[config.mk]
export PLATFORM = sky130hd
export DESIGN_NAME = e_expand_salted_pipe
export DESIGN_NICKNAME = d
export VERILOG_FILES = /design/src/rtl/e_expand_salted_pipe_pkg.sv /design/src/rtl/e_expand_salted.sv /design/src/rtl/e_expand_salted_pipe.sv
export SDC_FILE = /design/constraint.sdc
export NUM_CORES = 1
export LEC_CHECK = 0
export ABC_AREA = 1
export CAP_MARGIN = 0
export CORE_MARGIN = 1
export CORE_UTILIZATION = 53
export DETAILED_ROUTE_END_ITERATION = 8
export GPL_TIMING_DRIVEN = 0
export PLACE_DENSITY = 0.81
export SYNTH_ARGS = -nofsm -noshare
export SYNTH_HDL_FRONTEND = slang
export SYNTH_SLANG_ARGS = --single-unit
[constraint.sdc]
create_clock -name CLK -period 6.4 [get_ports CLK]
set_input_delay 0.64 -clock CLK [delete_from_list [all_inputs] [get_ports CLK]]
set_output_delay 0.64 -clock CLK [all_outputs]
set_load 0.005 [all_outputs]
[src/rtl/e_expand_salted_pipe_pkg.sv]
// Shared constants and types for the salted DES E-expansion pipeline.
package e_expand_salted_pipe_pkg;

  localparam int SALT_MSB = 11;
  localparam int E_WIDTH  = 48;
  localparam int R_WIDTH  = 32;
  localparam int E_HALF   = E_WIDTH / 2;

  // RUN: shadow buffer free. PEND: shadow holds a salt waiting for the batch to end.
  typedef enum logic {
    ST_RUN  = 1'b0,
    ST_PEND = 1'b1
  } salt_state_e;

  // Mask that keeps only the low 'bits' salt bits.
  function automatic logic [SALT_MSB:0] salt_mask(input int bits);
    logic [SALT_MSB:0] m;
    m = '0;
    for (int k = 0; k <= SALT_MSB; k++) begin
      if (k < bits) m[k] = 1'b1;
    end
    return m;
  endfunction

endpackage

[src/rtl/e_expand_salted.sv]
// Combinational DES E-expansion of one 32-bit R half with salt-controlled bit swap.
module e_expand_salted
  import e_expand_salted_pipe_pkg::*;
(
  input  logic [R_WIDTH-1:0] i_r,
  input  logic [SALT_MSB:0]  i_salt,
  output logic [E_WIDTH-1:0] o_e
);

  logic [E_WIDTH-1:0] w_e0;

  // Standard E table: eight 6-bit groups, each overlapping its neighbours by one bit.
  assign w_e0 = {i_r[0], i_r[31:27], i_r[28:23], i_r[24:19], i_r[20:15],
                 i_r[16:11], i_r[12:7], i_r[8:3], i_r[4:0], i_r[31]};

  // Salt bit k exchanges expansion bits k and k+24.
  always_comb begin
    // NOTE: full default before the conditional overrides, so no latch is inferred.
    o_e = w_e0;
    for (int k = 0; k <= SALT_MSB; k++) begin
      if (i_salt[k]) begin
        o_e[k]          = w_e0[k+E_HALF];
        o_e[k+E_HALF]   = w_e0[k];
      end
    end
  end

endmodule

[src/rtl/e_expand_salted_pipe.sv]
// Multi-channel elastic pipeline of salted E-expansions with a double-buffered batch salt.
module e_expand_salted_pipe
  import e_expand_salted_pipe_pkg::*;
#(
  parameter int N_CH        = 4,
  parameter int SALT_BITS   = 12,
  parameter int PIPE_STAGES = 2
) (
  input  logic                    CLK,
  input  logic                    RST_N,
  input  logic [SALT_MSB:0]       salt_in,
  input  logic                    salt_valid,
  output logic                    salt_ready,
  input  logic [N_CH*R_WIDTH-1:0] in_r,
  input  logic                    in_last,
  input  logic                    in_valid,
  output logic                    in_ready,
  output logic [N_CH*E_WIDTH-1:0] out_e,
  output logic                    out_last,
  output logic                    out_valid,
  input  logic                    out_ready
);

  localparam int                LAST      = PIPE_STAGES - 1;
  localparam int                EW        = N_CH * E_WIDTH;
  localparam logic [SALT_MSB:0] SALT_MASK = salt_mask(SALT_BITS);

  salt_state_e          r_state;
  logic [SALT_MSB:0]    r_active_salt;
  logic [SALT_MSB:0]    r_shadow_salt;
  logic                 r_batch_open;
  logic                 r_salt_ready;

  logic [LAST:0]        r_v;
  logic [LAST:0]        r_last;
  logic [EW-1:0]        r_e [PIPE_STAGES];
  logic [LAST:0]        w_load;

  logic                 w_accept;
  logic                 w_close;
  logic                 w_salt_fire;
  logic [SALT_MSB:0]    w_salt_masked;
  logic [SALT_MSB:0]    w_item_salt;
  logic [EW-1:0]        w_e_in;

  assign w_salt_masked = salt_in & SALT_MASK;
  assign w_accept      = in_valid & in_ready;
  assign w_close       = w_accept & in_last;
  assign w_salt_fire   = salt_valid & r_salt_ready;

  // In PEND with no batch open the previous batch has just ended: new items take the shadow salt.
  assign w_item_salt = (r_state == ST_PEND && !r_batch_open) ? r_shadow_salt : r_active_salt;

  for (genvar c = 0; c < N_CH; c++) begin : g_ch
    e_expand_salted u_exp (
      .i_r   (in_r[c*R_WIDTH +: R_WIDTH]),
      .i_salt(w_item_salt),
      .o_e   (w_e_in[c*E_WIDTH +: E_WIDTH])
    );
  end

  // A stage may load when it or any later stage has a hole, or the output is being taken.
  for (genvar i = 0; i < PIPE_STAGES; i++) begin : g_load
    assign w_load[i] = out_ready | ~(&r_v[LAST:i]);
  end

  // Salt FSM: stage into shadow, promote to active at the batch boundary.
  always_ff @(posedge CLK) begin
    if (!RST_N) begin
      r_state       <= ST_RUN;
      r_active_salt <= '0;
      r_shadow_salt <= '0;
      r_batch_open  <= 1'b0;
      r_salt_ready  <= 1'b1;
    end else begin
      // NOTE: non-blocking assignments throughout, so every decision below sees pre-edge state.
      if (w_accept) r_batch_open <= !in_last;
      case (r_state)
        ST_RUN: begin
          if (w_salt_fire) begin
            r_shadow_salt <= w_salt_masked;
            if (!r_batch_open) begin
              r_active_salt <= w_salt_masked;
            end else begin
              r_state      <= ST_PEND;
              r_salt_ready <= 1'b0;
            end
          end
        end
        ST_PEND: begin
          if (!r_batch_open || w_close) begin
            r_active_salt <= r_shadow_salt;
            r_state       <= ST_RUN;
            r_salt_ready  <= 1'b1;
          end
        end
        default: begin
          r_state      <= ST_RUN;
          r_salt_ready <= 1'b1;
        end
      endcase
    end
  end

  // Elastic stage registers: each stage takes its predecessor's content when allowed to load.
  always_ff @(posedge CLK) begin
    if (!RST_N) begin
      r_v    <= '0;
      r_last <= '0;
      // NOTE: the data array is reset (unlike a RAM) because out_e must read 0 after reset.
      for (int i = 0; i < PIPE_STAGES; i++) r_e[i] <= '0;
    end else begin
      if (w_load[0]) begin
        r_v[0] <= in_valid;
        if (in_valid) begin
          r_e[0]    <= w_e_in;
          r_last[0] <= in_last;
        end
      end
      for (int i = 1; i < PIPE_STAGES; i++) begin
        if (w_load[i]) begin
          r_v[i] <= r_v[i-1];
          if (r_v[i-1]) begin
            r_e[i]    <= r_e[i-1];
            r_last[i] <= r_last[i-1];
          end
        end
      end
    end
  end

  assign salt_ready = r_salt_ready;
  assign in_ready   = w_load[0];
  assign out_valid  = r_v[LAST];
  assign out_last   = r_last[LAST];
  assign out_e      = r_e[LAST];

endmodule

==> results.yml <==
timing:
  fin_setup_tns_ps: 0
  whs_ps: 482
  tightest_slew_ps: 741
  rsz0062_at_grt: "false"
  fmax_mhz: 338
  hold_violations: 0
  fin_ws_ps: 3440
  period_share_pct: 46.3
  relSlewSlack_pct: 50.6
  period_needed_ps: 2960
  setup_viol: 0
  finClkSkew_ps: 18.3
  report.final.slew_viol_count: 0
placement:
  pre_cts_ws_ps: 2940
  dp.cells: 2531
  gp_congestion: 0.902
  io_buffers: 341
  place_area_sq_um: 21900
  dp_hpwl_microns: 32000
finish:
  final_cell_area_sq_um: 23200
  final_cells: 2607
  syn_to_final_growth_pct: 30.1
  fin_util_pct: 70.6
  drive_above_1_share_pct: 19.2
  fillCellCount: 2310
  finalNetCount: 2277
global_routing:
  grt_util_all_layers_pct: 25.9
  grt_pass1_vias: 12500
  grt_max_degree: 71
  antenna_found_initial: 1
  grt_overflow_total: 0
  grt_first_pass_wirelength_microns: 66400
routing:
  via_count: 12400
  wl_per_cell_microns: 17.0
  drt_iter0_drc: 925
  ant_nets: 0
  drc_errors: 0
  first_pass_iters: 5
  vias_per_cell: 4.76
  wirelength_microns: 44300
floorplanning:
  coreArea_sq_um: 32900
  start_util_pct: 54.3
  die_width_microns: 185
  row_count: 66
  die_h_microns: 185
  num_io_pins: 342
  dieArea_sq_um: 34400
worst_setup_path:
  cp.arrival_ps: 3200
  critPathLaunchType: "input pin"
  worst-path-max-fanout: 70
  worstSetupPathType: "in2reg"
  endpoint_kind: "flop"
  critPathBufInv: 4
  crit_family: "buffers and inverters"
  crit_path_cell_trace: "clkdlybuf4s50_1 > clkbuf_1 > nand2_4 > buf_16 > buf_16"
  crit_required_ps: 6640
  path_common_cell: "buf_16"
  cpMaxStageDelayCell: "clkdlybuf4s50_1"
  critPathMaxStageDelay_ps: 630
worst_hold_path:
  hold_class: "reg2reg"
synthesis:
  yosysWarnings: 0
  synth-edff-count: 352
  async_flop_share_pct: 0
  syn_nets: 1890
  synth_ff_type: "edfxtp_1"
  synthDistinctLibCells: 22
  ys_seq_area_share_pct: 62.7
  syn_inst: 1744
  ys_seq_elements: 383
  netlist_area_sq_um: 17800
  avgSynthCellArea_sq_um: 10.2
job:
  cap_violations: 0
power:
  p_leak_nw: 10.5
  ir_drop_mv: 0.161
  power_mw: 6.27
  power_density_nw_per_um2: 270
cts:
  post_cts_buffers: 0
  root_buffer: "clkbuf_16"
  worstSkewPairLatency_ps: 530
  cts_made_buffers: 40
  postCtsHoldBufs: 0
  cts.path.max_buffers: 3
  clk_pin_slew_ps: 60
  ctsResizeCount: 0
  cts_tree: "built"
  cts_sinks: 383
  htreeDepth: 2
status:
  status: "finished clean"
-- registers in the layout, summed over array words and instances, names as in the netlist --
signal and flops:
r_active_salt 12, r_batch_open 1, r_e 352, r_last 2, r_shadow_salt 12, r_state 1
r_v 2, salt_ready 1
-- where the power goes --
part | switching [mW] | internal [mW] | total, mW
Sequential | 0.0662 | 2.96 | 3.03
Clock | 0.945 | 1.34 | 2.29
Combinational | 0.469 | 0.484 | 0.953
-- final timing paths --
check	startpoint	depth (start not counted)	slack, ps	endpoint
setup / recovery	RST_N	5	3440	r_e[0][159]
hold / removal	r_last[1]	2	480	r_last[1]
setup reg to reg	r_v[1]	5	4130	r_e[0][192]
hold reg to reg	r_last[1]	2	480	r_last[1]
-- synth_stat cells (3+ instances only) --
master,n,area (sq um)
clkbuf_1,14,52.6
dfxtp_1,31,621
nor2_1,179,672
nand2_2,21,131
o21ai_1,49,245
o21ai_0,17,85.1
nand3_1,47,235
inv_2,3,11.3
a21oi_1,30,150
buf_6,31,349
mux2i_1,12,120
inv_1,373,1400
buf_2,7,35.0
nand2_1,285,1070
nor2_2,90,563
edfxtp_1,352,10600
buf_4,198,1490
-- placed cells by master (no fill, tap or decap), types with 7 or more instances in the layout --
cell type        instances
inv_1                  373
edfxtp_1               352
clkdlybuf4s50_1        341
nand2_1                283
buf_4                  198
nor2_1                 179
nor2_2                  90
o21ai_1                 49
nand3_1                 47
clkbuf_16               41
buf_6                   31
dfxtp_1                 31
a21oi_1                 30
clkbuf_1                26
nand2_2                 21
o21ai_0                 17
mux2i_1                 12
buf_2                    7
-- routing by layer --
layer / wire, microns / vias up / GRT usage, %
li1: - / 5957 / -
met1: 16900 / 5863 / 30.4
met2: 22400 / 500 / 47.0
met3: 3490 / 85 / 4.99
met4: 1420 / 0 / 9.39
met5: 0 / - / 0
-- cell families after synthesis --
group	after synthesis	synth area share (%)
AOI/OAI and AO/OA	98	2.78
buffers and inverters	627	18.7
DFF	383	62.7
muxes	12	0.673
and+or+nand+nor	624	15.1
-- tightest hold or removal path, delay by kind of cell (launching register included) --
kind | cells | cell delay (ps)
DFF | 1 | 310
AOI/OAI and AO/OA | 1 | 60
and+or+nand+nor | 1 | 60
-- layout make-up --
type,count,area (sq um),area share [%]
Sequential cell,383,11200,48.2
Timing Repair Buffer,345,3520,15.2
Clock inverter,19,201,0.868
Inverter,376,1410,6.08
Tap cell,442,553,2.38
Antenna cell,4,10.0,0.0431
Clock buffer,53,1070,4.61
Buffer,251,1930,8.30
Multi-Input combinational cell,734,3320,14.3
Power figures use the tool's default switching activity.
